==> config.mk <==
export PLATFORM = sky130hd
export DESIGN_NAME = mem_stage_flat
export DESIGN_NICKNAME = d
export VERILOG_FILES = /design/src/rtl/mem_stage_if.sv /design/src/rtl/mem_stage.sv /design/src/flat_wrapper.sv
export SDC_FILE = /design/constraint.sdc
export NUM_CORES = 1
export LEC_CHECK = 0
export ABC_AREA = 1
export BUFFER_PORTS_ARGS = -buffer_cell sky130_fd_sc_hd__buf_4
export CAP_MARGIN = 20
export CORE_MARGIN = 2
export CORE_UTILIZATION = 40
export DETAILED_ROUTE_END_ITERATION = 8
export PLACE_DENSITY = 0.68
export REMOVE_ABC_BUFFERS = 1
export SETUP_SLACK_MARGIN = 0.2
export SKIP_LAST_GASP = 1
export SLEW_MARGIN = 20
export SYNTH_ARGS = -nofsm -noshare
export SYNTH_HDL_FRONTEND = slang
export SYNTH_SLANG_ARGS = --single-unit
==> constraint.sdc <==
create_clock -name clk -period 6.6 [get_ports clk]
set_input_delay 1.32 -clock clk [delete_from_list [all_inputs] [get_ports clk]]
set_output_delay 1.32 -clock clk [all_outputs]
set_load 0.005 [all_outputs]
==> src/rtl/mem_stage_if.sv <==
// Handshake and bus bundle around the MEM stage: EX->MEM payload, MEM->WB
// payload, data-SRAM response and the bypass/stall bus back to ID.
interface mem_stage_if;
  logic        es_to_ms_valid;
  logic [74:0] es_to_ms_bus;
  logic        ms_allow_in;
  logic        ms_to_ws_valid;
  logic [69:0] ms_to_ws_bus;
  logic        ws_allow_in;
  logic        data_sram_data_ok;
  logic [31:0] data_sram_rdata;
  logic [38:0] ms_to_ds_bus;

  // MEM stage side
  modport slave (
    input  es_to_ms_valid, es_to_ms_bus, ws_allow_in,
           data_sram_data_ok, data_sram_rdata,
    output ms_allow_in, ms_to_ws_valid, ms_to_ws_bus, ms_to_ds_bus
  );

  // Surrounding pipeline / environment side
  modport master (
    output es_to_ms_valid, es_to_ms_bus, ws_allow_in,
           data_sram_data_ok, data_sram_rdata,
    input  ms_allow_in, ms_to_ws_valid, ms_to_ws_bus, ms_to_ds_bus
  );
endinterface

==> src/rtl/mem_stage.sv <==
// LoongArch MEM stage: holds one instruction, waits for the data-SRAM
// response owed by a load/store, aligns/extends load data, forwards the
// result to ID and hands it to WB via valid/allow_in.
module mem_stage (
  input  logic        clk,
  input  logic        rst,
  mem_stage_if.slave  bus
);

  typedef struct packed {
    logic        res_from_mem;
    logic        mem_we;
    logic [2:0]  ld_type;
    logic        rf_we;
    logic [4:0]  dest;
    logic [31:0] pc;
    logic [31:0] alu_result;
  } es_payload_t;

  typedef enum logic [2:0] {
    LD_W  = 3'b000,
    LD_B  = 3'b001,
    LD_H  = 3'b010,
    LD_BU = 3'b011,
    LD_HU = 3'b100
  } ld_type_e;

  es_payload_t ms_payload;
  logic        ms_valid;
  logic        resp_got;
  logic [31:0] resp_data;

  logic        need_resp;
  logic        ms_ready_go;
  logic        handoff;
  logic [31:0] ld_src;
  logic [7:0]  ld_byte;
  logic [15:0] ld_half;
  logic [31:0] aligned_load;
  logic [31:0] final_result;

  assign need_resp   = ms_payload.res_from_mem | ms_payload.mem_we;
  assign ms_ready_go = !need_resp || resp_got || bus.data_sram_data_ok;
  assign handoff     = bus.ms_to_ws_valid && bus.ws_allow_in;

  assign bus.ms_to_ws_valid = ms_valid && ms_ready_go;
  assign bus.ms_allow_in    = !ms_valid || (ms_ready_go && bus.ws_allow_in);

  // Stage occupancy: refilled from EX whenever the stage can accept.
  // NOTE: sequential state uses non-blocking assignments so every register
  // samples the pre-edge values, independent of block ordering.
  always_ff @(posedge clk) begin
    if (!rst) begin
      ms_valid <= 1'b0;
    end else if (bus.ms_allow_in) begin
      ms_valid <= bus.es_to_ms_valid;
    end
  end

  // Instruction payload capture on accept.
  // NOTE: the payload is deliberately not reset; every consumer qualifies it
  // with ms_valid, so reset would only add fan-out on a wide register.
  always_ff @(posedge clk) begin
    if (bus.es_to_ms_valid && bus.ms_allow_in) begin
      ms_payload <= bus.es_to_ms_bus;
    end
  end

  // Response-received flag: survives a WB stall, cleared at handoff.
  always_ff @(posedge clk) begin
    if (!rst) begin
      resp_got <= 1'b0;
    end else if (handoff) begin
      resp_got <= 1'b0;
    end else if (ms_valid && need_resp && bus.data_sram_data_ok) begin
      resp_got <= 1'b1;
    end
  end

  // Response data buffer, written alongside resp_got being set.
  always_ff @(posedge clk) begin
    if (ms_valid && need_resp && bus.data_sram_data_ok && !handoff) begin
      resp_data <= bus.data_sram_rdata;
    end
  end

  assign ld_src = resp_got ? resp_data : bus.data_sram_rdata;

  // Byte/half selection and sign/zero extension of the load data.
  // NOTE: every output gets a default first so no path can infer a latch.
  always_comb begin
    ld_byte      = ld_src[7:0];
    ld_half      = ld_src[15:0];
    aligned_load = ld_src;
    case (ms_payload.alu_result[1:0])
      2'd0:    ld_byte = ld_src[7:0];
      2'd1:    ld_byte = ld_src[15:8];
      2'd2:    ld_byte = ld_src[23:16];
      default: ld_byte = ld_src[31:24];
    endcase
    if (ms_payload.alu_result[1]) ld_half = ld_src[31:16];
    case (ms_payload.ld_type)
      LD_W:    aligned_load = ld_src;
      LD_B:    aligned_load = {{24{ld_byte[7]}}, ld_byte};
      LD_BU:   aligned_load = {24'd0, ld_byte};
      LD_H:    aligned_load = {{16{ld_half[15]}}, ld_half};
      LD_HU:   aligned_load = {16'd0, ld_half};
      default: aligned_load = ld_src;
    endcase
  end

  assign final_result = ms_payload.res_from_mem ? aligned_load
                                                : ms_payload.alu_result;

  assign bus.ms_to_ws_bus = {ms_payload.rf_we & ms_valid,
                             ms_valid ? ms_payload.dest : 5'd0,
                             ms_payload.pc,
                             final_result};

  // fwd_blk tells ID the load result is not yet usable for bypass.
  assign bus.ms_to_ds_bus = {ms_valid & ms_payload.rf_we,
                             ms_valid & ms_payload.res_from_mem & !ms_ready_go,
                             ms_payload.dest,
                             final_result};

endmodule

==> src/flat_wrapper.sv <==
// flat-port wrapper written by rule: the top's interface ports become plain ports
module mem_stage_flat 
  (clk, rst, bus_es_to_ms_valid, bus_es_to_ms_bus, bus_ws_allow_in, bus_data_sram_data_ok, bus_data_sram_rdata, bus_ms_allow_in, bus_ms_to_ws_valid, bus_ms_to_ws_bus, bus_ms_to_ds_bus);
  mem_stage_if bus_i ();
  input  logic clk;
  input  logic rst;
  input wire logic [$bits(bus_i.es_to_ms_valid)-1:0] bus_es_to_ms_valid;
  input wire logic [$bits(bus_i.es_to_ms_bus)-1:0] bus_es_to_ms_bus;
  input wire logic [$bits(bus_i.ws_allow_in)-1:0] bus_ws_allow_in;
  input wire logic [$bits(bus_i.data_sram_data_ok)-1:0] bus_data_sram_data_ok;
  input wire logic [$bits(bus_i.data_sram_rdata)-1:0] bus_data_sram_rdata;
  output wire logic [$bits(bus_i.ms_allow_in)-1:0] bus_ms_allow_in;
  output wire logic [$bits(bus_i.ms_to_ws_valid)-1:0] bus_ms_to_ws_valid;
  output wire logic [$bits(bus_i.ms_to_ws_bus)-1:0] bus_ms_to_ws_bus;
  output wire logic [$bits(bus_i.ms_to_ds_bus)-1:0] bus_ms_to_ds_bus;
  assign bus_i.es_to_ms_valid = bus_es_to_ms_valid;
  assign bus_i.es_to_ms_bus = bus_es_to_ms_bus;
  assign bus_i.ws_allow_in = bus_ws_allow_in;
  assign bus_i.data_sram_data_ok = bus_data_sram_data_ok;
  assign bus_i.data_sram_rdata = bus_data_sram_rdata;
  assign bus_ms_allow_in = bus_i.ms_allow_in;
  assign bus_ms_to_ws_valid = bus_i.ms_to_ws_valid;
  assign bus_ms_to_ws_bus = bus_i.ms_to_ws_bus;
  assign bus_ms_to_ds_bus = bus_i.ms_to_ds_bus;
  mem_stage u_core (.clk(clk), .rst(rst), .bus(bus_i));
endmodule
# Word-level counts from Yosys, hierarchy flattened
# Cells that the tools add are included.
# classes
div	0
eq_ne	6
n_addsub	0
n_reduce_logical	16
shift	0
bitwise	5
n_lt_le_gt_ge	0
mux	6
mul	0
# op_table
op	n
32-bit case mux with 4 select lines	1
32-bit 2-to-1 mux	2
8-bit case mux with 3 select lines	1
16-bit 2-to-1 mux	1
1-bit logical AND	7
3-bit by 2-bit equality test with 1-bit output, second input constant	2
5-bit 2-to-1 mux	1
1-bit zero test	4
1-bit bitwise AND	3
3-bit by 1-bit equality test with 1-bit output, second input constant	1
3-bit equality test, second input constant	1
1-bit logical OR	3
2-bit by 1-bit equality test with 1-bit output, second input constant	1
2-bit equality test, second input constant	1
2-bit zero test	1
2-bit OR reduction	1
1-bit NOT	1
1-bit bitwise OR	1
# word_totals
input_bits	112
mem_bits_ro	0
register_bits	109
word_cells	43
latchBits	0
ram_bits	0
out_inout_bits	111
mem_count	0

# Logic depth before layout (Yosys ltp)
# depth
ltp_word	8
ltp_mapped	13
ltp_nobuf	10

# Least setup slack after synthesis
# No wires, ideal clock.
# synth_path
path_type	input port to flip-flop
startpoint	in bus_data_sram_data_ok
endpoint	reg u_core.ms_payload, in the netlist u_core.bus.ms_to_ds_bus[32] (enable)
required_ns	6.092
setup_time_ns	0.508
path_slack_ns	1.448
n_path_buf	0
stages	4
t_arrival_ns	4.644
cell_sequence	nor3_1 inv_1 a21oi_1 nor2_1
# synth_via
elab_chain_cells	4
# synth_rtl
element	line_no	source
start: declaration	flat_wrapper.sv:10	input wire logic [$bits(bus_i.data_sram_data_ok)-1:0] bus_data_sram_data_ok;
1-bit logical OR	mem_stage.sv:43	assign ms_ready_go = !need_resp || resp_got || bus.data_sram_data_ok;
1-bit logical AND	mem_stage.sv:47	assign bus.ms_allow_in = !ms_valid || (ms_ready_go && bus.ws_allow_in);
1-bit logical OR	mem_stage.sv:47	
1-bit logical AND	mem_stage.sv:64	if (bus.es_to_ms_valid && bus.ms_allow_in) begin
end signal: assignment	mem_stage.sv:65	ms_payload <= bus.es_to_ms_bus;
end: declaration	mem_stage.sv:28	es_payload_t ms_payload;
# Every way passes these cells.
# A chain may end at the register's enable or synchronous reset.

# Worst setup path after layout
# layout_path
startpoint	in bus_data_sram_rdata[31]
endpoint	out bus_ms_to_ws_bus[28]
# layout_via
elab_chain_cells	4
elab_cells_between_ends	5
cone_classes	mux: 5
# layout_rtl
element	line_no	source
start: declaration	flat_wrapper.sv:11	input wire logic [$bits(bus_i.data_sram_rdata)-1:0] bus_data_sram_rdata;
32-bit 2-to-1 mux (*)	mem_stage.sv:87	assign ld_src = resp_got ? resp_data : bus.data_sram_rdata;
8-bit case mux with 3 select lines or 16-bit 2-to-1 mux (tied branches)	mem_stage.sv:95, mem_stage.sv:101	
32-bit case mux with 4 select lines (*)	mem_stage.sv:102	case (ms_payload.ld_type)
32-bit 2-to-1 mux (*)	mem_stage.sv:112	assign final_result = ms_payload.res_from_mem ? aligned_load
end: declaration	flat_wrapper.sv:14	output wire logic [$bits(bus_i.ms_to_ws_bus)-1:0] bus_ms_to_ws_bus;
# Mark *: on every way between the ends. The rest lies on a longest branch, timed or not.

==> out/metrics.cfg <==
[worst_hold_path]
min_path_type = flip-flop to flip-flop

[logic_synthesis]
ys_seq_elements = 109
yosysMostFrequentCell = nand2_1
avgSynthCellArea_sq_um = 8.97
synth_area_sq_um = 5910
yosysSeqAreaShare_pct = 55.0
synth_area_leaders = edfxtp_1, nand2_1, buf_4
yosys.area.top_type = edfxtp_1
async_flop_share_pct = 0
synth_edf_count = 107
ys.flop_type = edfxtp_1
synthDistinctLibCells = 26
synth_warnings = 0
ys_top_cells_by_count = nand2_1, edfxtp_1, inv_1
netlist.area_leader.share_pct = 54.4
syn_inst = 659

[layout]
stdcell_count = 989
seqCellArea_sq_um = 3250
nFillCells = 1389
post-route-util_pct = 51.4
drive_above_1_share_pct = 34.3
antenna_cells = 0
nets = 912
multi_input_area_sq_um = 1680
syn_to_final_growth_pct = 25.9

[global_route]
antenna_found_initial = 0
grt_remaining_overflow = 0
grt_pass1_vias = 4524
grt_util_all_layers_pct = 18.6
grt_pass1_wl_mm = 22.9
grt_max_degree = 63

[timing]
setup_viol = 0
worst_slew_pin_slew_ns = 0.874
fin_tns_setup_ns = 0
slew_viol_final = 0
fin_skew_ns = 0.00499
finalCriticalPeriod_ns = 4.06
hold_viol = 0
clock.fmax_ghz = 0.246
finalCritPeriodShare_pct = 61.5
hold_ws_ns = 0.698
max_slew_margin_pct = 41.6
rsz0062_at_grt = no

[placement]
placedCellCount = 973
io_buffers = 222
globalplace.congestion = 0.808
dpl.hpwl_mm = 10.5

[clocking]
post_cts_buffers = 0
cts-root-buf = clkbuf_16
clkTransAtPathRegs_ns = 0.07
htreeDepth = 3
cts_buffer_depth = 2
numCtsBuffers = 9
cts_tree = yes
cts_sinks = 109
cts_resized = 0
clk_latency_ns = 0.35
postCtsHoldBufs = 0

[drt]
first_pass_iters = 5
wl_per_cell_um = 14.9
wirelength_mm = 14.7
vias = 4658
routed_via_density = 4.71
drtAntennaViolNets = 0
initialDrtViolationCount = 282
drt_drc_violations_left = 0

[power_and_ir_drop]
vdd_drop_max_uv = 143
p_leak_nw = 3.70
p_total_mw = 1.67
power_density_nw_per_um2 = 224

[worst_setup_path]
start_kind = input port
cp.arrival_ns = 2.74
cpPeakStageDelay_ns = 0.70
crit_fanout = 16
crit_chain = buf_4 > nand2_2 > nand2_1 > o211ai_2 > nand3_1 > nand2_1 > inv_1 > buf_4
crit_family = compound AO/OA/AOI/OAI gates
cp-end-kind = output pin
critPathRequiredTime_ns = 5.28
crit_type = input port to output pin
crit_path_top_delay_cell = o211ai_2
worst-path-buf-inv = 3

[floorplanning]
initial_core_util_pct = 40.8
die_w_um = 126
row_count = 44
dieArea_sq_um = 15800
fp.dieH_um = 126
ioPinCount = 223
fp.coreArea_sq_um = 14500

[flow_run]
cap_viol_max_count = 0

[status]
status = finished clean

cell usage in the layout (no fill, tap or decap), types with 2 or more instances in the layout:
cell,netlist,final
nor2_1,26,25
nand3b_1,7,7
o21ai_0,14,14
dfxtp_1,2,2
inv_1,78,78
clkinv_4,0,3
nor3_1,3,2
edfxtp_1,107,107
or2_2,21,21
buf_4,72,226
nand2_4,2,2
nand3_2,3,3
nand2_2,3,3
a21oi_1,5,5
nand3_1,66,66
nand2_1,218,218
clkbuf_16,0,9
worst reg2reg max path: cells and delay by family (launching register included):
family | cells | cell delay (ns)
AOI/OAI and AO/OA | 1 | 0.13
buffers and inverters | 3 | 1.08
DFF | 1 | 0.36
and+or+nand+nor | 3 | 0.75
power breakdown:
part / total (mW) / internal, mW / switching (mW)
Combinational: 0.338 / 0.168 / 0.169
Clock: 0.517 / 0.259 / 0.258
Sequential: 0.814 / 0.801 / 0.0128
per-stage QoR:
stage               setup slack [ns]  cell area, sq um
finish                          2.54              7440
global route                    2.31              7440
CTS                             2.49              7440
detailed placement              2.50              7160
global placement                2.55              7160
floorplan                       1.40              5230
kinds of logic (layout without fill, tap and decap cells):
family                 count (synthesis)  count (layout)  share of synthesized area [%]
and+or+nand+nor                      352             352                           26.2
buffers and inverters                176             322                           16.7
DFF                                  109             109                           55.0
AOI/OAI and AO/OA                     22              22                           2.07
registers in the layout, indices dropped and copies added, names as in the netlist:
signal,cells
u_core.ms_payload,38
u_core.resp_got,1
u_core.bus.ms_to_ws_bus,32
u_core.bus.ms_to_ds_bus,5
u_core.resp_data,32
u_core.ms_valid,1
final timing paths:
| path | startpoint | cells past startpoint | to | slack [ns] |
|---|---|---|---|---|
| setup reg to reg | u_core.ms_payload[74]$_DFFE_PP_ | 7 | u_core.ms_payload[16]$_DFFE_PP_ | 3.88 |
| hold reg to reg | u_core.ms_payload[73]$_DFFE_PP_ | 3 | u_core.resp_got$_SDFFE_PP0P_ | 0.70 |
| setup / recovery | bus_data_sram_rdata[31] | 8 | bus_ms_to_ws_bus[28] | 2.54 |
| hold / removal | u_core.ms_payload[73]$_DFFE_PP_ | 3 | u_core.resp_got$_SDFFE_PP0P_ | 0.70 |
routing by layer:
metal	wire length, um	vias to the layer above	track usage [%]
met5	0	-	0
met4	289	0	7.45
met3	1400	17	5.82
met2	7190	193	30.7
met1	5850	2133	22.6
li1	-	2315	-
layout make-up:
cell class | instances | area share, %
multi-input cells | 374 | 22.6
repair buffers | 226 | 22.8
clock inverters | 6 | 0.639
well taps | 184 | 3.09
clock buffers | 10 | 3.08
flip-flops and latches | 109 | 43.7
inverters | 80 | 4.07
(Power assumes the default switching activity.)
